--- src/rtl/score_plotter_pkg.sv ---
// Shared constants, state encoding and helpers for the score plotter and its
// pixel mapper.
package score_plotter_pkg;

  localparam int GLYPH_W    = 8;
  localparam int GLYPH_H    = 8;
  localparam int MAX_SCORE  = 999;
  localparam int MAX_DIGITS = 3;

  typedef logic [2:0] state_t;

  localparam state_t IDLE   = 3'd0;
  localparam state_t LOAD   = 3'd1;
  localparam state_t CLEAR  = 3'd2;
  localparam state_t DRAW   = 3'd3;
  localparam state_t FINISH = 3'd4;

  function automatic logic [9:0] clamp_score(input logic [9:0] v);
    return (v > 10'(MAX_SCORE)) ? 10'(MAX_SCORE) : v;
  endfunction

  function automatic logic [1:0] digit_count(input logic [9:0] v);
    if (v > 10'd99) return 2'd3;
    else if (v > 10'd9) return 2'd2;
    else return 2'd1;
  endfunction

endpackage

--- src/rtl/score_pixel_map.sv ---
// Maps a glyph bit index and digit slot to a screen pixel. Bit 7 of each glyph
// row is its leftmost pixel.
module score_pixel_map
  import score_plotter_pkg::*;
#(
  parameter logic [7:0] X0    = 8'd4,
  parameter logic [6:0] Y0    = 7'd4,
  parameter int         PITCH = 9
) (
  input  logic [5:0] offset,
  input  logic [1:0] digit,
  output logic [7:0] x,
  output logic [6:0] y
);

  logic [7:0] col;

  assign col = 8'(GLYPH_W - 1) - {5'd0, offset[2:0]};
  assign x   = X0 + ({6'd0, digit} * 8'(PITCH)) + col;
  assign y   = Y0 + {4'd0, offset[5:3]};

endmodule

--- src/rtl/score_plotter.sv ---
// Sequences a score redraw: clears the score region, then converts the digit
// renderer's serial bit stream into VGA pixel writes.
module score_plotter
  import score_plotter_pkg::*;
#(
  parameter logic [7:0] X0    = 8'd4,
  parameter logic [6:0] Y0    = 7'd4,
  parameter int         PITCH = 9,
  parameter logic [2:0] FG    = 3'b111,
  parameter logic [2:0] BG    = 3'b000
) (
  input  logic       clk,
  input  logic       reset,
  input  logic       start,
  input  logic [9:0] score,
  input  logic       bus_grant,
  output logic       busy,
  output logic       finished,
  output logic       r_ld_en,
  output logic       r_draw_en,
  output logic       r_pause,
  output logic [9:0] r_score,
  input  logic       r_done,
  input  logic       r_cur_bit,
  input  logic [5:0] r_offset,
  input  logic [1:0] r_digit_offset,
  output logic [7:0] x,
  output logic [6:0] y,
  output logic [2:0] colour,
  output logic       plot
);

  localparam logic [7:0] CxLast = 8'(MAX_DIGITS * PITCH - 1);
  localparam logic [2:0] CyLast = 3'(GLYPH_H - 1);

  state_t     state;
  logic [9:0] sc;
  logic [1:0] ndig;
  logic [7:0] cx;
  logic [2:0] cy;
  logic       cap_valid;
  logic [5:0] cap_o;
  logic [1:0] cap_d;
  logic       advance;
  logic [9:0] sc_in;
  logic [7:0] map_x;
  logic [6:0] map_y;

  assign sc_in   = clamp_score(score);
  // Digits beyond ndig are never captured, so a renderer that walks extra
  // slots cannot spill pixels past the rendered number.
  assign advance = (state == DRAW) & bus_grant & ~r_done & (r_digit_offset < ndig);

  score_pixel_map #(
    .X0    (X0),
    .Y0    (Y0),
    .PITCH (PITCH)
  ) u_map (
    .offset (cap_o),
    .digit  (cap_d),
    .x      (map_x),
    .y      (map_y)
  );

  always_ff @(posedge clk) begin
    if (reset) begin
      state     <= IDLE;
      sc        <= '0;
      ndig      <= '0;
      cx        <= '0;
      cy        <= '0;
      cap_valid <= 1'b0;
      cap_o     <= '0;
      cap_d     <= '0;
    end else begin
      case (state)
        IDLE: begin
          if (start) begin
            state <= LOAD;
            sc    <= sc_in;
            ndig  <= digit_count(sc_in);
          end
        end
        LOAD: begin
          state <= CLEAR;
          cx    <= '0;
          cy    <= '0;
        end
        CLEAR: begin
          if (bus_grant) begin
            if (cx == CxLast) begin
              cx <= '0;
              cy <= cy + 3'd1;
              if (cy == CyLast) state <= DRAW;
            end else begin
              cx <= cx + 8'd1;
            end
          end
        end
        DRAW: begin
          // The captured index waits for a granted cycle, since its bit
          // arrives one cycle after the advance.
          if (advance) begin
            cap_o     <= r_offset;
            cap_d     <= r_digit_offset;
            cap_valid <= 1'b1;
          end else if (bus_grant) begin
            cap_valid <= 1'b0;
          end
          if (r_done && !cap_valid) state <= FINISH;
        end
        FINISH: state <= IDLE;
        default: state <= IDLE;
      endcase
    end
  end

  always_comb begin
    busy      = (state != IDLE);
    finished  = (state == FINISH);
    r_ld_en   = (state == LOAD);
    r_draw_en = (state == DRAW);
    r_pause   = ~bus_grant;
    r_score   = sc;
    plot      = 1'b0;
    x         = '0;
    y         = '0;
    colour    = '0;
    case (state)
      CLEAR: begin
        plot   = bus_grant;
        x      = X0 + cx;
        y      = Y0 + {4'd0, cy};
        colour = BG;
      end
      DRAW: begin
        plot   = cap_valid & bus_grant;
        x      = map_x;
        y      = map_y;
        colour = r_cur_bit ? FG : BG;
      end
      default: ;
    endcase
  end

endmodule

--- config.mk ---
export PLATFORM = sky130hd
export DESIGN_NAME = score_plotter
export DESIGN_NICKNAME = d
export VERILOG_FILES = /design/src/rtl/score_plotter_pkg.sv /design/src/rtl/score_pixel_map.sv /design/src/rtl/score_plotter.sv
export SDC_FILE = /design/constraint.sdc
export NUM_CORES = 1
export LEC_CHECK = 0
export ABC_AREA = 1
export CAP_MARGIN = 40
export CORE_MARGIN = 2
export CORE_UTILIZATION = 30
export CTS_CLUSTER_SIZE = 12
export DETAILED_ROUTE_END_ITERATION = 6
export PLACE_DENSITY_LB_ADDON = 0.2
export SYNTH_ARGS = -nofsm -noshare
export SYNTH_HDL_FRONTEND = slang
export SYNTH_SLANG_ARGS = --single-unit
--- constraint.sdc ---
create_clock -name clk -period 2.23 [get_ports clk]
set_clock_uncertainty 0.2 [all_clocks]
set_input_delay 0.223 -clock clk [delete_from_list [all_inputs] [get_ports clk]]
set_output_delay 0.223 -clock clk [all_outputs]
set_load 0.005 [all_outputs]
==> flow_summary.html, run 1 <==
<table>
<tr><th>Metric</th><th>Value</th></tr>
<tr><th colspan="2">Place</th></tr>
<tr><td>GPL Wtd Cong</td><td>0.832</td></tr>
<tr><td>DP Wirelength</td><td>4170 µm</td></tr>
<tr><td>Number of placed instances with taps included</td><td>433</td></tr>
<tr><td>Placement Cell Area</td><td>2710 µm²</td></tr>
<tr><td>Count of input and output buffers</td><td>54</td></tr>
<tr><th colspan="2">Clock network</th></tr>
<tr><td>Number of sinks driven by the clock tree</td><td>35</td></tr>
<tr><td>Max Buffers Root-to-Sink</td><td>2</td></tr>
<tr><td>Clk Latency, worst-skew pair</td><td>0.29 ns</td></tr>
<tr><td>CTS tree</td><td>yes</td></tr>
<tr><td>H-tree depth</td><td>2</td></tr>
<tr><td>Number of buffers created by CTS</td><td>5</td></tr>
<tr><td>Clock tree root driver cell</td><td>sky130_fd_sc_hd__clkbuf_8</td></tr>
<tr><td>Clock-pin transition on the worst setup and hold timing paths</td><td>0.07 ns</td></tr>
<tr><td>Post-CTS Hold Fix Bufs</td><td>0</td></tr>
<tr><th colspan="2">Yosys</th></tr>
<tr><td>Synthesized area per cell</td><td>6.89 µm²</td></tr>
<tr><td>Post-synth ARST share</td><td>0%</td></tr>
<tr><td>Register bit count reported by yosys</td><td>35</td></tr>
<tr><td>Yosys Warn Count</td><td>0</td></tr>
<tr><td>Cell area after synthesis</td><td>2060 µm²</td></tr>
<tr><td>Predominant post-synthesis flop cell</td><td>sky130_fd_sc_hd__dfxtp_1</td></tr>
<tr><td>Distinct cell type count of the synthesized netlist</td><td>33</td></tr>
<tr><td>Count of flip-flops with a built-in enable after synthesis</td><td>0</td></tr>
<tr><td>Synthesized instance count</td><td>299</td></tr>
<tr><td>Share of synthesized area occupied by flip-flops and latches</td><td>34.0%</td></tr>
<tr><th colspan="2">Routing</th></tr>
<tr><td>Vias per std cell</td><td>4.70</td></tr>
<tr><td>Wire per inst</td><td>12.3 µm</td></tr>
<tr><td>Number of antenna-violating nets in the routed design</td><td>0</td></tr>
<tr><td>Number of DRC violations after detailed-routing iteration 0</td><td>59</td></tr>
<tr><td>DRC viols</td><td>0</td></tr>
<tr><td>Drt pass-1 iters</td><td>4</td></tr>
<tr><td>Routed metal-1 wirelength</td><td>2510 µm</td></tr>
<tr><td>Wire length on met3</td><td>285 µm</td></tr>
<tr><td>Number of vias in the routed layout</td><td>2100</td></tr>
<tr><td>Met2 wirelength from detailed routing</td><td>2650 µm</td></tr>
<tr><td>Post-Route WL</td><td>5520 µm</td></tr>
<tr><td>Top sig layer</td><td>met4</td></tr>
<tr><th colspan="2">STA</th></tr>
<tr><td>Shortest period the worst path allows</td><td>2.17 ns</td></tr>
<tr><td>Setup repair after global routing missed its margin</td><td>yes</td></tr>
<tr><td>Max-slew violation count</td><td>0</td></tr>
<tr><td>Final hold violation count</td><td>0</td></tr>
<tr><td>Total negative slack</td><td>0 ns</td></tr>
<tr><td>Maximum clock frequency</td><td>0.461 GHz</td></tr>
<tr><td>Share of the clock period used by the worst path after layout</td><td>97.2%</td></tr>
<tr><td># setup viols final</td><td>0</td></tr>
<tr><th colspan="2">Floorplanning</th></tr>
<tr><td>Standard-cell row count</td><td>30</td></tr>
<tr><td>Floorplan die area</td><td>7550 µm²</td></tr>
<tr><td>Die Wd</td><td>86.9 µm</td></tr>
<tr><td>Core Footprint</td><td>6720 µm²</td></tr>
<tr><td>Initial cell density of the core</td><td>30.7%</td></tr>
<tr><td>Io pins</td><td>58</td></tr>
<tr><td>Vertical die dimension</td><td>86.9 µm</td></tr>
<tr><th colspan="2">Layout</th></tr>
<tr><td>Fraction of final layout cells sized beyond drive strength 1</td><td>17.2%</td></tr>
<tr><td>Antenna fix cells</td><td>0</td></tr>
<tr><td>Post-route cell area</td><td>2950 µm²</td></tr>
<tr><td>Area growth syn-to-layout</td><td>43.0%</td></tr>
<tr><td>Non-filler cells in the finished layout</td><td>447</td></tr>
<tr><td>Final #Nets</td><td>400</td></tr>
<tr><th colspan="2">Pwr</th></tr>
<tr><td>Switching power</td><td>0.929 mW</td></tr>
<tr><td>Share of power burned in the clock network</td><td>23.1%</td></tr>
<tr><td>Power per Cell Area</td><td>861 nW/µm²</td></tr>
<tr><td>Peak ir drop on the vdd network</td><td>0.373 mV</td></tr>
<tr><td>Leakage dissipation</td><td>1.37 nW</td></tr>
<tr><td>Part of the total power dissipated in combinational logic</td><td>44.8%</td></tr>
<tr><td>Switching Fraction</td><td>36.6%</td></tr>
<tr><td>Internal Power</td><td>1.61 mW</td></tr>
<tr><td>Share of total power in sequential cells</td><td>32.1%</td></tr>
<tr><th colspan="2">Critical path</th></tr>
<tr><td>Worst r2r src</td><td>state[0]</td></tr>
<tr><td>Startpoint type of the worst setup path</td><td>flip-flop</td></tr>
<tr><td>Crit-path max FO</td><td>3</td></tr>
<tr><td>Kind of critical path</td><td>reg -&gt; out</td></tr>
<tr><td>Ordered cell list for the critical path</td><td>inv_1 &gt; ha_2 &gt; fa_2 &gt; inv_2 &gt; nand2_2 &gt; nand3_1 &gt; nand2_1 &gt; o22ai_2 &gt; buf_2</td></tr>
<tr><td>Arrival time at the worst endpoint</td><td>1.75 ns</td></tr>
<tr><td>Slowest cell on crit path</td><td>sky130_fd_sc_hd__fa_2</td></tr>
<tr><td>Longest individual stage delay on the worst path</td><td>0.34 ns</td></tr>
<tr><td>Path depth of the worst reg2reg path</td><td>9</td></tr>
<tr><td>Worst-case register-to-register setup slack</td><td>0.47 ns</td></tr>
<tr><td>Endpoint type of the worst setup path</td><td>output port</td></tr>
<tr><td>Data required time of the critical path</td><td>1.81 ns</td></tr>
<tr><td>Worst reg2reg path endpoint</td><td>cap_o[1]</td></tr>
<tr><th colspan="2">Run status</th></tr>
<tr><td>Run status</td><td>finished clean</td></tr>
<tr><th colspan="2">Min path</th></tr>
<tr><td>Hold path depth</td><td>2</td></tr>
<tr><td>Hold crit path type</td><td>reg -&gt; reg</td></tr>
<tr><td>Min-Delay Endpoint</td><td>cap_valid</td></tr>
<tr><td>Launch point of the worst hold path</td><td>cap_valid</td></tr>
<tr><th colspan="2">Global routing</th></tr>
<tr><td>Largest net degree at the start of global routing</td><td>27</td></tr>
<tr><td>Via count of the first global-routing pass</td><td>1972</td></tr>
<tr><td>Global Route Usage Sum</td><td>15.0%</td></tr>
<tr><td>First-pass GRT wire length</td><td>8910 µm</td></tr>
<tr><td>Residual overflow from global routing</td><td>0</td></tr>
<tr><td>Antenna violations before repair</td><td>0</td></tr>
<tr><th colspan="2">Job</th></tr>
<tr><td>Max-capacitance violation count</td><td>0</td></tr>
</table>
[stage by stage]
stage	power (mW)	setup WS [ns]	hold WS, ns	util, %
after global placement	1.90	-0.0879	0.266	40.4
after detailed placement	1.91	-0.130	0.267	40.4
after floorplan	1.46	0.509	0.158	-
after global routing	2.73	-0.0392	0.308	43.9
final	2.54	0.0618	0.281	43.9
after CTS	2.51	-0.106	0.279	42.5
[flip-flops by register name, summed over array words and instances, names as in the netlist]
name       flops
cap_d          2
cap_o          6
cap_valid      1
cx             8
cy             3
ndig           2
r_score       10
state          3
[placed cells by master (no fill, tap or decap), types with 2 or more instances in the layout]
master,count
sky130_fd_sc_hd__nand2_1,48
sky130_fd_sc_hd__a21oi_2,2
sky130_fd_sc_hd__nor2_2,3
sky130_fd_sc_hd__inv_1,32
sky130_fd_sc_hd__a22o_1,2
sky130_fd_sc_hd__inv_2,4
sky130_fd_sc_hd__dlygate4sd2_1,3
sky130_fd_sc_hd__nor2_1,49
sky130_fd_sc_hd__buf_2,2
sky130_fd_sc_hd__nand4_1,4
sky130_fd_sc_hd__nand2_2,3
sky130_fd_sc_hd__dfxtp_2,5
sky130_fd_sc_hd__clkbuf_8,5
sky130_fd_sc_hd__clkdlybuf4s50_1,41
sky130_fd_sc_hd__dfxtp_4,3
sky130_fd_sc_hd__nor2_4,3
sky130_fd_sc_hd__ha_1,7
sky130_fd_sc_hd__conb_1,3
sky130_fd_sc_hd__nor3_1,3
sky130_fd_sc_hd__o21ai_1,5
sky130_fd_sc_hd__o22ai_2,3
sky130_fd_sc_hd__dlymetal6s2s_1,7
sky130_fd_sc_hd__a21oi_1,20
sky130_fd_sc_hd__nand3_1,22
sky130_fd_sc_hd__a31oi_1,3
sky130_fd_sc_hd__dfxtp_1,27
sky130_fd_sc_hd__o21ai_0,23
sky130_fd_sc_hd__buf_4,18
[logic make-up after synthesis]
family          after synthesis  synth area share [%]
fa+ha+maj                    10                  6.44
buf+inv                      51                  11.7
simple gates                139                  30.2
compound gates               63                  17.5
other cells                   1                 0.182
flops                        35                  34.0
[worst max-delay path by stage]
stage / from / endpoint / slack [ns] / cells after the start
2_1_floorplan: cap_o[0] / x[4] / 0.51 / 8
3_3_place_gp: cap_o[0] / x[4] / -0.09 / 9
3_5_place_dp: cap_o[0] / x[4] / -0.13 / 9
4_1_cts: cap_o[0] / x[4] / -0.11 / 8
5_1_grt: cap_o[0] / x[4] / -0.04 / 9
6_report: cap_o[0] / x[4] / 0.06 / 9
[routing by layer]
layer  GRT usage [%]  vias up
met5               0        -
met4            5.26        0
met3            3.60        7
met2            25.9       50
met1            18.3      941
li1                -     1102
[what timing repair did]
action / in CTS / in global routing
resized for setup: 22 / 24
pin swaps: 3 / 1
setup buffers: 1 / 5
endpoints found under the setup margin: 14 / 14
[final cells by class]
class                      instances  area, µm²
tap                               80        100
multi-input combinational        215       1180
clock inverter                     3       43.8
timing repair buffer              73        699
sequential                        35        718
fill                             701       3770
inverter                          36        135
clock buffer                       5       68.8
[power by group through the flow]
stage               Clock [mW]  Sequential (mW)  Combinational [mW]
floorplan                    0            0.808               0.649
global placement             0            0.822                1.08
detailed placement           0            0.822                1.08
CTS                      0.602            0.816                1.09
global route             0.639            0.830                1.26
finish                   0.586            0.814                1.14
[worst max-delay path, delay by kind of cell (launching register included)]
family / cells / cell delay, ns
adder cells (fa/ha/maj): 2 / 0.53
buffers and inverters: 3 / 0.25
AO/OA/AOI/OAI: 1 / 0.17
flip-flops: 1 / 0.33
AND/OR/NAND/NOR: 3 / 0.18
[synth_stat cells, types with 3 or more instances]
| cell type | number | share of area, % |
|---|---|---|
| sky130_fd_sc_hd__a31oi_1 | 3 | 0.91 |
| sky130_fd_sc_hd__inv_1 | 33 | 6.0 |
| sky130_fd_sc_hd__nor3_1 | 3 | 0.73 |
| sky130_fd_sc_hd__nor2_1 | 51 | 9.3 |
| sky130_fd_sc_hd__a21oi_1 | 20 | 4.9 |
| sky130_fd_sc_hd__clkbuf_1 | 3 | 0.55 |
| sky130_fd_sc_hd__buf_4 | 6 | 2.2 |
| sky130_fd_sc_hd__dfxtp_1 | 35 | 34 |
| sky130_fd_sc_hd__nand4_1 | 4 | 1.2 |
| sky130_fd_sc_hd__o22ai_1 | 4 | 1.2 |
| sky130_fd_sc_hd__o21ai_0 | 25 | 6.1 |
| sky130_fd_sc_hd__buf_2 | 3 | 0.73 |
| sky130_fd_sc_hd__buf_6 | 3 | 1.6 |
| sky130_fd_sc_hd__inv_2 | 3 | 0.55 |
| sky130_fd_sc_hd__nand3_1 | 22 | 5.3 |
| sky130_fd_sc_hd__nand2_1 | 49 | 8.9 |
| sky130_fd_sc_hd__o21ai_1 | 3 | 0.73 |
| sky130_fd_sc_hd__ha_1 | 9 | 5.5 |
Power figures use the tool's default switching activity.
==> inputs of run 2 (changes only) <==
CELL_PAD_IN_SITES_DETAIL_PLACEMENT = 0   (was default)
CELL_PAD_IN_SITES_GLOBAL_PLACEMENT = 1   (was default)
==> run 2 against run 1 <==
Critical path depth shrank 4. Largest cell class unchanged. Maximum frequency grew 1.2%. Global-route usage grew 0.68 points. Worst setup slack gained 0.025 ns. Register-to-register slack gained 0.08 ns. Worst hold slack lost 0.0014 ns. Core utilization shrank 1.5 points. Final cell count shrank 1.3%.
==> flow_summary.html, run 2 (synthesis gave the netlist of run 1 again) <==
<table>
<tr><th>Metric</th><th>Value</th></tr>
<tr><th colspan="2">Pwr</th></tr>
<tr><td>Peak ir drop on the vdd network</td><td>0.316 mV (-15%)</td></tr>
<tr><td>Leakage dissipation</td><td>1.21 nW (-12%)</td></tr>
<tr><td>Power per Cell Area</td><td>867 nW/µm² (+0.70%)</td></tr>
<tr><th colspan="2">Floorplanning</th></tr>
<tr><td>Io pins</td><td>58 (unchanged)</td></tr>
<tr><td>Die Wd</td><td>86.9 µm (unchanged)</td></tr>
<tr><td>Initial cell density of the core</td><td>30.7% (unchanged)</td></tr>
<tr><td>Standard-cell row count</td><td>30 (unchanged)</td></tr>
<tr><td>Floorplan die area</td><td>7550 µm² (unchanged)</td></tr>
<tr><td>Vertical die dimension</td><td>86.9 µm (unchanged)</td></tr>
<tr><td>Core Footprint</td><td>6720 µm² (unchanged)</td></tr>
<tr><th colspan="2">Clock network</th></tr>
<tr><td>CTS tree</td><td>yes</td></tr>
<tr><td>Number of buffers created by CTS</td><td>5 (unchanged)</td></tr>
<tr><td>Clk Latency, worst-skew pair</td><td>0.28 ns (about the same)</td></tr>
<tr><td>Number of sinks driven by the clock tree</td><td>35 (unchanged)</td></tr>
<tr><td>H-tree depth</td><td>2 (unchanged)</td></tr>
<tr><td>Clock tree root driver cell</td><td>sky130_fd_sc_hd__clkbuf_8</td></tr>
<tr><td>Post-CTS Hold Fix Bufs</td><td>0 (unchanged)</td></tr>
<tr><td>Clock-pin transition on the worst setup and hold timing paths</td><td>0.07 ns (about the same)</td></tr>
<tr><td>Max Buffers Root-to-Sink</td><td>2 (unchanged)</td></tr>
<tr><th colspan="2">Global routing</th></tr>
<tr><td>Largest net degree at the start of global routing</td><td>27 (unchanged)</td></tr>
<tr><td>Antenna violations before repair</td><td>0 (unchanged)</td></tr>
<tr><td>Residual overflow from global routing</td><td>0 (unchanged)</td></tr>
<tr><td>Global Route Usage Sum</td><td>15.7% (+0.68 points)</td></tr>
<tr><td>Via count of the first global-routing pass</td><td>1993 (+1.1%)</td></tr>
<tr><td>First-pass GRT wire length</td><td>9320 µm (+4.6%)</td></tr>
<tr><th colspan="2">Critical path</th></tr>
<tr><td>Slowest cell on crit path</td><td>sky130_fd_sc_hd__clkdlybuf4s50_1</td></tr>
<tr><td>Worst r2r src</td><td>state[0]</td></tr>
<tr><td>Ordered cell list for the critical path</td><td>buf_4 &gt; nand2_4 &gt; inv_2 &gt; a22o_1 &gt; clkdlybuf4s50_1</td></tr>
<tr><td>Path depth of the worst reg2reg path</td><td>8 (-1)</td></tr>
<tr><td>Data required time of the critical path</td><td>1.81 ns (about the same)</td></tr>
<tr><td>Startpoint type of the worst setup path</td><td>flip-flop</td></tr>
<tr><td>Crit-path max FO</td><td>8 (+5)</td></tr>
<tr><td>Top delay family on crit path</td><td>buffers and inverters</td></tr>
<tr><td>Kind of critical path</td><td>reg -&gt; out</td></tr>
<tr><td>Endpoint type of the worst setup path</td><td>output port</td></tr>
<tr><td>WP buf/inv</td><td>3 (unchanged)</td></tr>
<tr><td>Critical Path Stages</td><td>5 (-4)</td></tr>
<tr><td>Worst-case register-to-register setup slack</td><td>0.55 ns (+0.08 ns)</td></tr>
<tr><td>Worst reg2reg path endpoint</td><td>cap_d[1]</td></tr>
<tr><td>Longest individual stage delay on the worst path</td><td>0.49 ns (+0.15 ns)</td></tr>
<tr><td>Arrival time at the worst endpoint</td><td>1.72 ns (-0.03 ns)</td></tr>
<tr><th colspan="2">Routing</th></tr>
<tr><td>Post-Route WL</td><td>5620 µm (+1.8%)</td></tr>
<tr><td>Number of antenna-violating nets in the routed design</td><td>0 (unchanged)</td></tr>
<tr><td>Number of DRC violations after detailed-routing iteration 0</td><td>99 (+68%)</td></tr>
<tr><td>Vias per std cell</td><td>4.76 (+1.4%)</td></tr>
<tr><td>Wire per inst</td><td>12.7 µm (+3.2%)</td></tr>
<tr><td>Number of vias in the routed layout</td><td>2100 (unchanged)</td></tr>
<tr><td>DRC viols</td><td>0 (unchanged)</td></tr>
<tr><td>Drt pass-1 iters</td><td>5 (+1)</td></tr>
<tr><th colspan="2">STA</th></tr>
<tr><td>WHS</td><td>0.280 ns (-0.00143 ns)</td></tr>
<tr><td>Final hold violation count</td><td>0 (unchanged)</td></tr>
<tr><td>Maximum clock frequency</td><td>0.467 GHz (+1.2%)</td></tr>
<tr><td># setup viols final</td><td>0 (unchanged)</td></tr>
<tr><td>Worst path setup slack after routing</td><td>0.0870 ns (+0.0252 ns)</td></tr>
<tr><td>Max-slew violation count</td><td>0 (unchanged)</td></tr>
<tr><td>Share of the clock period used by the worst path after layout</td><td>96.1% (-1.1 points)</td></tr>
<tr><td>Setup repair after global routing missed its margin</td><td>no</td></tr>
<tr><td>Shortest period the worst path allows</td><td>2.14 ns (-0.0252 ns)</td></tr>
<tr><th colspan="2">Run status</th></tr>
<tr><td>Run status</td><td>finished clean</td></tr>
<tr><th colspan="2">Place</th></tr>
<tr><td>Worst slack at placement</td><td>-0.113 ns (+0.0170 ns)</td></tr>
<tr><td>GPL Wtd Cong</td><td>0.857 (+2.9%)</td></tr>
<tr><td>Count of input and output buffers</td><td>54 (unchanged)</td></tr>
<tr><td>Placement Cell Area</td><td>2690 µm² (-0.74%)</td></tr>
<tr><td>DP Wirelength</td><td>4170 µm (about the same)</td></tr>
<tr><th colspan="2">Min path</th></tr>
<tr><td>Min-Delay Endpoint</td><td>cap_valid</td></tr>
<tr><td>Hold path depth</td><td>2 (unchanged)</td></tr>
<tr><td>Launch point of the worst hold path</td><td>cap_valid</td></tr>
<tr><td>Hold crit path type</td><td>reg -&gt; reg</td></tr>
<tr><th colspan="2">Layout</th></tr>
<tr><td>Storage cell area</td><td>716 µm² (-0.35%)</td></tr>
<tr><td>Filler cell count</td><td>720 (+2.7%)</td></tr>
<tr><td>Leading cell type in the layout, fill and taps excluded</td><td>sky130_fd_sc_hd__nor2_1</td></tr>
<tr><td>Most frequent cells in the layout</td><td>50 x sky130_fd_sc_hd__nor2_1, 48 x sky130_fd_sc_hd__nand2_1, 47 x sky130_fd_sc_hd__clkdlybuf4s50_1</td></tr>
<tr><td>Post-route cell area</td><td>2850 µm² (-3.4%)</td></tr>
<tr><td>Final #Nets</td><td>395 (-1.3%)</td></tr>
<tr><td>Flip-flop count of the largest register, all copies and words added</td><td>10 (unchanged)</td></tr>
<tr><td>Area used by multi-input combinational logic</td><td>1160 µm² (-1.8%)</td></tr>
<tr><td>Antenna fix cells</td><td>0 (unchanged)</td></tr>
<tr><td>Fraction of final layout cells sized beyond drive strength 1</td><td>14.7% (-2.5 points)</td></tr>
<tr><td>Area growth syn-to-layout</td><td>38.2%</td></tr>
<tr><th colspan="2">Job</th></tr>
<tr><td>Max-capacitance violation count</td><td>0 (unchanged)</td></tr>
</table>
-- run 2: cell types whose count changed in the layout (fill, tap and decap cells not counted), sizes merged --
cell	previous run	this run
buf	21	16
dlymetal6s2s	7	0
clkinv	2	0
clkbuf	5	6
dlygate4sd2	3	4
clkdlybuf4s50	41	47
-- run 2: routing by layer --
| layer | vias to the layer above | track usage (%) | wire [µm] |
|---|---|---|---|
| met5 | - | 0 | 0 |
| met4 | 0 | 5.40 | 89 |
| met3 | 6 | 3.51 | 283 |
| met2 | 55 | 25.3 | 2560 |
| met1 | 946 | 20.8 | 2680 |
| li1 | 1093 | - | - |
-- run 2: final cells by class --
| class | instances | area share, % |
|---|---|---|
| Clock buffer | 6 | 2.55 |
| Clock inverter | 1 | 1.05 |
| Inverter | 36 | 4.75 |
| Multi-Input combinational cell | 215 | 40.7 |
| Sequential cell | 35 | 25.1 |
| Tap cell | 80 | 3.51 |
| Timing Repair Buffer | 68 | 22.3 |
-- run 2: through the flow --
step / setup TNS, ns / utilization, % / power (mW) / std cells
global placement: -0.0844 / 40.1 / 1.91 / 432
CTS: 0 / 41.9 / 2.49 / 440
global route: 0 / 42.4 / 2.65 / 441
finish: 0 / 42.4 / 2.47 / 441
floorplan: 0 / - / 1.46 / 301
detailed placement: -0.155 / 40.1 / 1.91 / 432
-- run 2: worst max-delay path by stage --
| stage | startpoint | to |
|---|---|---|
| after floorplan | cap_o[0] | x[4] |
| after CTS | cap_o[0] | x[4] |
| after global placement | cap_o[0] | x[4] |
| after global routing | state[0] | y[0] |
| final | state[1] | y[3] |
| after detailed placement | cap_o[0] | x[4] |
-- run 2: tightest hold or removal path: stages, from the launching register on --
cell and delay (ns):
sky130_fd_sc_hd__dfxtp_1 0.31, sky130_fd_sc_hd__nand2_1 0.08, sky130_fd_sc_hd__a21oi_2 0.05
-- run 2: where the power goes --
group | total (mW) | internal, mW | leakage [nW] | switching (mW)
combinational | 1.10 | 0.507 | 0.871 | 0.592
clock | 0.557 | 0.328 | 0.0513 | 0.229
sequential | 0.813 | 0.736 | 0.290 | 0.0762
total | 2.47 | 1.57 | 1.21 | 0.897
-- run 2: repair_timing --
item / 4_1_cts / 5_1_grt
setup buffers: 1 / 1
pin swaps: 4 / 2
gates resized for setup: 29 / 9
setup endpoints to repair: 15 / 9
